[config.mk]
export PLATFORM = sky130hd
export DESIGN_NAME = mem_port_arbiter
export DESIGN_NICKNAME = d
export VERILOG_FILES = /design/src/rtl/arb_pkg.sv /design/src/rtl/arb_age_counter.sv /design/src/rtl/mem_port_arbiter.sv
export SDC_FILE = /design/constraint.sdc
export NUM_CORES = 1
export LEC_CHECK = 0
export CAP_MARGIN = 20
export CORE_ASPECT_RATIO = 1.25
export CORE_UTILIZATION = 25
export CTS_CLUSTER_DIAMETER = 40
export DETAILED_ROUTE_END_ITERATION = 6
export PLACE_DENSITY = 0.65
export RECOVER_POWER = 100
export SYNTH_ARGS = -nofsm -noshare
export SYNTH_HDL_FRONTEND = slang
export SYNTH_SLANG_ARGS = --single-unit
export TNS_END_PERCENT = 1
[constraint.sdc]
create_clock -name clk -period 1.7 [get_ports clk]
set_input_delay 0.255 -clock clk [delete_from_list [all_inputs] [get_ports clk]]
set_output_delay 0.255 -clock clk [all_outputs]
set_load 0.05 [all_outputs]
[src/rtl/arb_pkg.sv]
// Shared types and helpers for the unified-memory port arbiter.
`default_nettype none

package arb_pkg;

  typedef enum logic [1:0] {
    ARB_IDLE = 2'd0,
    ARB_IF   = 2'd1,
    ARB_D    = 2'd2
  } arb_state_t;

  typedef enum logic {
    OWN_IF = 1'b0,
    OWN_D  = 1'b1
  } arb_owner_t;

  // Byte-enable width for a data bus; the all-ones mask is built from this.
  function automatic int be_width(input int data_w);
    return data_w / 8;
  endfunction

endpackage

`default_nettype wire

[src/rtl/arb_age_counter.sv]
// Fetch starvation counter: counts data wins over a waiting fetch and
// raises force_o at STARVE_LIMIT. Used only when ARB_FETCH_AGE_EN is defined.
`default_nettype none

module arb_age_counter #(
  parameter int STARVE_LIMIT = 4
) (
  input  logic clk,
  input  logic rst_n,
  input  logic if_req_i,
  input  logic d_win_i,
  input  logic if_win_i,
  output logic force_o
);

  localparam int CNT_W = $clog2(STARVE_LIMIT + 1);
  localparam logic [CNT_W-1:0] LIMIT = CNT_W'(STARVE_LIMIT);

  logic [CNT_W-1:0] cnt_q, cnt_d;

  assign force_o = (cnt_q == LIMIT);

  always_comb begin
    cnt_d = cnt_q;
    if (if_win_i) begin
      cnt_d = '0;
    end else if (if_req_i && d_win_i && (cnt_q != LIMIT)) begin
      cnt_d = cnt_q + 1'b1;
    end
  end

  always_ff @(posedge clk or negedge rst_n) begin
    if (!rst_n) cnt_q <= '0;
    else        cnt_q <= cnt_d;
  end

endmodule

`default_nettype wire

[src/rtl/mem_port_arbiter.sv]
// Single-ported memory arbiter: data (MEM stage) over instruction fetch.
// Optional fetch anti-starvation aging via macro ARB_FETCH_AGE_EN.
`default_nettype none

module mem_port_arbiter
  import arb_pkg::*;
#(
  parameter int ADDR_W       = 32,
  parameter int DATA_W       = 32,
  parameter int STARVE_LIMIT = 4
) (
  input  logic                clk,
  input  logic                rst_n,
  input  logic                if_req,
  input  logic [ADDR_W-1:0]   if_addr,
  output logic                if_gnt,
  output logic                if_rvalid,
  output logic [DATA_W-1:0]   if_rdata,
  input  logic                d_req,
  input  logic                d_we,
  input  logic [ADDR_W-1:0]   d_addr,
  input  logic [DATA_W-1:0]   d_wdata,
  input  logic [DATA_W/8-1:0] d_be,
  output logic                d_gnt,
  output logic                d_done,
  output logic [DATA_W-1:0]   d_rdata,
  output logic                mem_req,
  output logic                mem_we,
  output logic [ADDR_W-1:0]   mem_addr,
  output logic [DATA_W-1:0]   mem_wdata,
  output logic [DATA_W/8-1:0] mem_be,
  input  logic                mem_ack,
  input  logic [DATA_W-1:0]   mem_rdata,
  output logic                busy
);

  localparam int BE_W = be_width(DATA_W);
  localparam logic [BE_W-1:0] BE_ALL = {BE_W{1'b1}};

  arb_state_t        state_q, state_d;
  arb_owner_t        owner;
  logic              arb_pt;
  logic              fetch_force;
  logic              mem_we_q;
  logic [ADDR_W-1:0] mem_addr_q;
  logic [DATA_W-1:0] mem_wdata_q;
  logic [BE_W-1:0]   mem_be_q;
  logic              if_rvalid_q, d_done_q;
  logic [DATA_W-1:0] if_rdata_q, d_rdata_q;

  // The ack cycle is also an arbitration point, giving back-to-back accesses.
  assign arb_pt = (state_q == ARB_IDLE) || mem_ack;
  assign owner  = (state_q == ARB_D) ? OWN_D : OWN_IF;

`ifdef ARB_FETCH_AGE_EN
  logic age_force;

  arb_age_counter #(
    .STARVE_LIMIT(STARVE_LIMIT)
  ) u_age (
    .clk      (clk),
    .rst_n    (rst_n),
    .if_req_i (if_req),
    .d_win_i  (d_gnt),
    .if_win_i (if_gnt),
    .force_o  (age_force)
  );

  assign fetch_force = age_force && if_req;
`else
  logic unused_starve;
  assign unused_starve = STARVE_LIMIT[0];
  assign fetch_force   = 1'b0;
`endif

  always_comb begin
    state_d = state_q;
    d_gnt   = 1'b0;
    if_gnt  = 1'b0;
    if (arb_pt) begin
      if (d_req && !fetch_force) begin
        d_gnt   = 1'b1;
        state_d = ARB_D;
      end else if (if_req) begin
        if_gnt  = 1'b1;
        state_d = ARB_IF;
      end else begin
        state_d = ARB_IDLE;
      end
    end
  end

  always_ff @(posedge clk or negedge rst_n) begin
    if (!rst_n) begin
      state_q     <= ARB_IDLE;
      mem_we_q    <= 1'b0;
      mem_addr_q  <= '0;
      mem_wdata_q <= '0;
      mem_be_q    <= '0;
    end else begin
      state_q <= state_d;
      if (d_gnt) begin
        mem_we_q    <= d_we;
        mem_addr_q  <= d_addr;
        mem_wdata_q <= d_wdata;
        mem_be_q    <= d_be;
      end else if (if_gnt) begin
        mem_we_q    <= 1'b0;
        mem_addr_q  <= if_addr;
        mem_wdata_q <= '0;
        mem_be_q    <= BE_ALL;
      end
    end
  end

  // Completion: an ack in IDLE is ignored; stores leave d_rdata untouched.
  always_ff @(posedge clk or negedge rst_n) begin
    if (!rst_n) begin
      if_rvalid_q <= 1'b0;
      d_done_q    <= 1'b0;
      if_rdata_q  <= '0;
      d_rdata_q   <= '0;
    end else begin
      if_rvalid_q <= 1'b0;
      d_done_q    <= 1'b0;
      if (mem_ack && (state_q != ARB_IDLE)) begin
        if (owner == OWN_IF) begin
          if_rvalid_q <= 1'b1;
          if_rdata_q  <= mem_rdata;
        end else begin
          d_done_q <= 1'b1;
          if (!mem_we_q) d_rdata_q <= mem_rdata;
        end
      end
    end
  end

  assign mem_req   = (state_q != ARB_IDLE);
  assign busy      = (state_q != ARB_IDLE);
  assign mem_we    = mem_we_q;
  assign mem_addr  = mem_addr_q;
  assign mem_wdata = mem_wdata_q;
  assign mem_be    = mem_be_q;
  assign if_rvalid = if_rvalid_q;
  assign if_rdata  = if_rdata_q;
  assign d_done    = d_done_q;
  assign d_rdata   = d_rdata_q;

endmodule

`default_nettype wire

* Word-level counts from Yosys, hierarchy flattened *
Cells that the tools add are included.

cells by class
  equality and inequality tests = 1
  divide/modulo/power cells = 0
  bitwise gates (word level) = 2
  $lt $le $gt $ge = 0
  add/sub/neg operators = 0
  $mul = 0
  reductions and logical operators = 7
  multiplexer cells = 20
  shifts and indexed selects = 0

operators by type and width
  cell                count
  $mux 32             4
  $mux 1              13
  $mux 4              2
  $reduce_bool 2->1   2
  $reduce_and 3->1    1
  $eq 2x2->1 const B  1
  $logic_not 2->1     1
  $mux 2              1
  $not 1->1           2
  $reduce_and 2->1    1
  $logic_and 1x1->1   1
  $logic_or 1x1->1    1

word-level totals
  flip-flop bits (word level) = 137
  memories = 0
  input port bits = 138
  output and inout bits = 139
  ROM bits = 0
  bits in latches = 0
  RAM bits = 0
  word-level logic and storage cells = 39

* Depth between registers and ports, before layout *
  depth after elaboration = 5
  mapped depth = 6
  gate-level depth less buffers = 4

* Worst setup path after synthesis *
OpenSTA, ideal clock, no wires.

  path type = reg2out
  start = register state_q[0]
  end = output if_gnt
  path buffers = 2
  slack = -37 ps
  arrival = 1482 ps
  cell stages (with the launch flop) = 5
  required time = 1445 ps
  cells stage by stage = dfrtp_1 -> o21bai_2 -> buf_2 -> buf_2 -> and2_1

on the way
  cells in the longest elaborated chain, start to end = 3

RTL lines
  element                   line                     source
  start: declaration        mem_port_arbiter.sv:40   arb_state_t state_q, state_d;
  start signal: assignment  mem_port_arbiter.sv:101  state_q <= state_d;
  $logic_not 2->1           mem_port_arbiter.sv:52   assign arb_pt = (state_q == ARB_IDLE) || mem_ack;
  $logic_or 1x1->1          mem_port_arbiter.sv:52
  $mux 1                    mem_port_arbiter.sv:80   if (arb_pt) begin
  end: declaration          mem_port_arbiter.sv:16   output logic if_gnt,

No other way between the ends.

* Final worst setup path *
  start = register state_q[1]
  end = output if_gnt

Same word-level chain as after synthesis.

==> impl_metrics.json <==
{
  "status": "complete, no violations",
  "finalSetupViolCount": 0,
  "pwr-share-comb_pct": 37.7,
  "grt_overflow": 0,
  "drt_iter0_drc": 138,
  "critPathTopFamily": "flip-flops",
  "final_cell_area_um2": 8420,
  "cp_slowest_cell": "dfrtp_1",
  "numCtsBuffers": 17,
  "cts_tree": "built",
  "path_clk_slew_ns": 0.07,
  "peakVddDrop_mv": 0.706,
  "drv_slew": 0,
  "clockBufferDepth": 2,
  "start_util_pct": 25.8,
  "drv_cap": 0,
  "synth-xor-area-share_pct": 0,
  "synth_top_family_by_area": "multiplexers",
  "first_global_vias": 4715,
  "reg2reg_to": "if_rdata[5]",
  "num_antenna_cells": 0,
  "worstHoldStart": "if_addr[16]",
  "synthSimpleGateAreaFrac_pct": 9.95,
  "pre_cts_ws_ns": -0.249,
  "start_kind": "flop",
  "hp-class": "primary input to flop",
  "hold_viol_final": 0,
  "p_per_area_nw_per_um2": 1500,
  "grt_pass1_wl_um": 25600,
  "post_drt_wl_per_cell_um": 16.1,
  "crit_buf_inv": 2,
  "min_path_cells": 3,
  "reg2reg_slack_ns": 0.06,
  "tightestPinTransition_ns": 1.05,
  "whs_endpoint": "mem_addr[16]",
  "postSynthAreaPerCell_um2": 12.9,
  "clockRootBuffer": "clkbuf_16",
  "postSynthCellCount": 420,
  "fp-row-count": 59,
  "dr_total_vias": 4471,
  "io_buffers": 276,
  "crit_fanout": 3,
  "io_pins": 277,
  "place.gp.congestion": 0.722,
  "ys_ff_latch": 137,
  "max_freq_mhz": 593,
  "crit_path_end_kind": "primary output",
  "synth_warnings": 0,
  "setup_ws_ns": 0.0148,
  "via_per_inst": 4.50,
  "nNetsFinal": 844,
  "synthAdderAreaFrac_pct": 0,
  "timing.rr.start": "state_q[0]",
  "h-tree-depth": 4,
  "fin_crit_ns": 1.69,
  "synth-compound-area-share_pct": 9.74,
  "dp_hpwl_um": 11300,
  "worstPathCellList": "o21bai_4 > buf_12 > and2_4 > buf_12",
  "seq_area_frac_synth_pct": 63.1,
  "p_leak_uw": 0.00367,
  "clock_latency_ns": 0.41,
  "worstPathArrival_ns": 1.43,
  "area_delta_synth_final_pct": 55.1,
  "pwr-share-seq_pct": 34.2,
  "slowest_delay_ns": 0.41,
  "grt_usage_pct": 14.7,
  "grt_max_degree": 46,
  "finalCritPeriodShare_pct": 99.1,
  "drive_above_1_share_pct": 26.7,
  "rsz0062_at_grt": "yes",
  "ant_nets": 0,
  "cp_common_cell": "buf_12",
  "ys_types": 23,
  "r2r_cells": 4,
  "cts_num_sinks": 137,
  "fin_skew_ns": 0.00668,
  "syn_area_um2": 5430,
  "drt_wl_total_um": 16000,
  "design.die.area_um2": 22300,
  "die_w_um": 134,
  "switching_power_uw": 5440,
  "post_dp_cell_area_um2": 8310,
  "drc": 0,
  "p_int_uw": 7200,
  "final.setup.tns_ns": 0,
  "cp.required_ns": 1.44,
  "clkPwrFrac_pct": 28.1,
  "synth_mux_area_share_pct": 13.3,
  "coreArea_um2": 21000,
  "drt_pass1_iterations": 4,
  "fp.dieH_um": 167,
  "swShare_pct": 43.0,
  "syn-num-nets": 558,
  "antenna_found_initial": 0,
  "worstSetupPathType": "flop to primary output",
  "slew_headroom_pct": 30.2
}
## cells in the mapped netlist
cell type  count  share of area (%)
o21ai_0       35                3.2
nor3_4         1               0.30
nand2_2        2               0.23
inv_2          1              0.069
dfrtp_1      137                 63
o21bai_2       1               0.21
clkbuf_1       9               0.62
o21ba_2        1               0.18
o21ai_2        1               0.16
inv_1          3               0.21
and2_1         1               0.12
nand3_1       96                8.8
a22o_1        33                5.3
buf_2         14                1.3
nor2b_1        1               0.12
mux2_1         2               0.41
o22a_1         4               0.64
buf_1          3               0.21
buf_6          6                1.2
buf_4          2               0.28
nand2_1        2               0.14
mux2_2        62                 13
nor2_1         3               0.21
## state kept, by name (all words and copies together), names as in the netlist
signal,flops
d_done,1
d_rdata,32
if_rdata,32
if_rvalid,1
mem_addr,32
mem_be,4
mem_wdata,32
mem_we,1
state_q,2
## power by group through the flow
stage,registers [µW],clock network [µW],logic (µW)
2_1_floorplan,6870,0,916
3_3_place_gp,4390,0,5320
4_1_cts,4350,3680,5390
5_1_grt,4420,3820,4990
6_report,4330,3550,4760
3_5_place_dp,4410,0,5360
## cell families (layout without fill, tap and decap cells)
| logic type | count (synthesis) | after routing |
|---|---|---|
| AO/OA/AOI/OAI | 75 | 75 |
| AND/OR/NAND/NOR | 106 | 106 |
| multiplexers | 64 | 64 |
| buffers and inverters | 38 | 337 |
| flip-flops | 137 | 137 |
## placed cells by master, fill, tap and decap left out, types with 2 or more instances in the layout
cell | Yosys | final
clkbuf_2 | 0 | 61
clkbuf_1 | 9 | 74
inv_6 | 0 | 5
clkinv_4 | 0 | 3
a22o_1 | 33 | 33
o22a_1 | 4 | 4
buf_1 | 3 | 3
dfrtp_1 | 137 | 136
buf_4 | 2 | 14
mux2_2 | 62 | 62
mux2_1 | 2 | 2
o21ai_0 | 35 | 35
nor2_1 | 3 | 3
clkdlybuf4s50_1 | 0 | 136
nand3_1 | 96 | 96
clkbuf_4 | 0 | 3
inv_1 | 3 | 3
inv_8 | 0 | 4
nand2_2 | 2 | 3
clkinvlp_4 | 0 | 3
buf_12 | 0 | 7
clkbuf_16 | 0 | 17
clkbuf_8 | 0 | 2
## worst max-delay path by stage
stage,start,end,depth (start not counted)
6_report,state_q[1],if_gnt,4
5_1_grt,state_q[1],if_gnt,4
4_1_cts,state_q[0],d_gnt,5
3_5_place_dp,mem_ack,mem_be[1],4
3_3_place_gp,mem_ack,mem_be[1],4
2_1_floorplan,state_q[0],if_gnt,4
## cell type report
cell class	instances	area, µm²
Tap cell	274	343
Clock inverter	14	129
Multi-Input combinational cell	245	1810
Clock buffer	18	439
Sequential cell	137	3430
Inverter	4	20.0
Fill cell	2141	12600
Timing Repair Buffer	301	2260
## metrics by stage
stage / cells / hold slack (ns) / utilization, % / total power [µW]
2_1_floorplan: 420 / -0.0406 / - / 7790
3_3_place_gp: 957 / 0.204 / 39.5 / 9710
3_5_place_dp: 957 / 0.200 / 39.5 / 9770
4_1_cts: 994 / 0.311 / 42.4 / 13400
5_1_grt: 993 / 0.402 / 40.0 / 13200
6_report: 993 / 0.412 / 40.0 / 12600
## worst min-delay path, stage by stage
cell             delay, ns
clkdlybuf4s50_1       0.39
nand3_1               0.06
nand3_1               0.06
## routing by layer
metal | track usage [%] | share of wire, %
met5 | 0 | 0
met4 | 4.74 | 1.1
met3 | 4.93 | 8.8
met2 | 24.0 | 48
met1 | 18.2 | 42
## timing repair
action | CTS | global route
setup endpoints to repair | 4 | 6
hold buffers | 1 | 0
setup buffers | 4 | 0
endpoints found under the hold margin | 35 | 0
resized for setup | 4 | 3
pin swaps | 1 | 1
(Power assumes the default switching activity.)
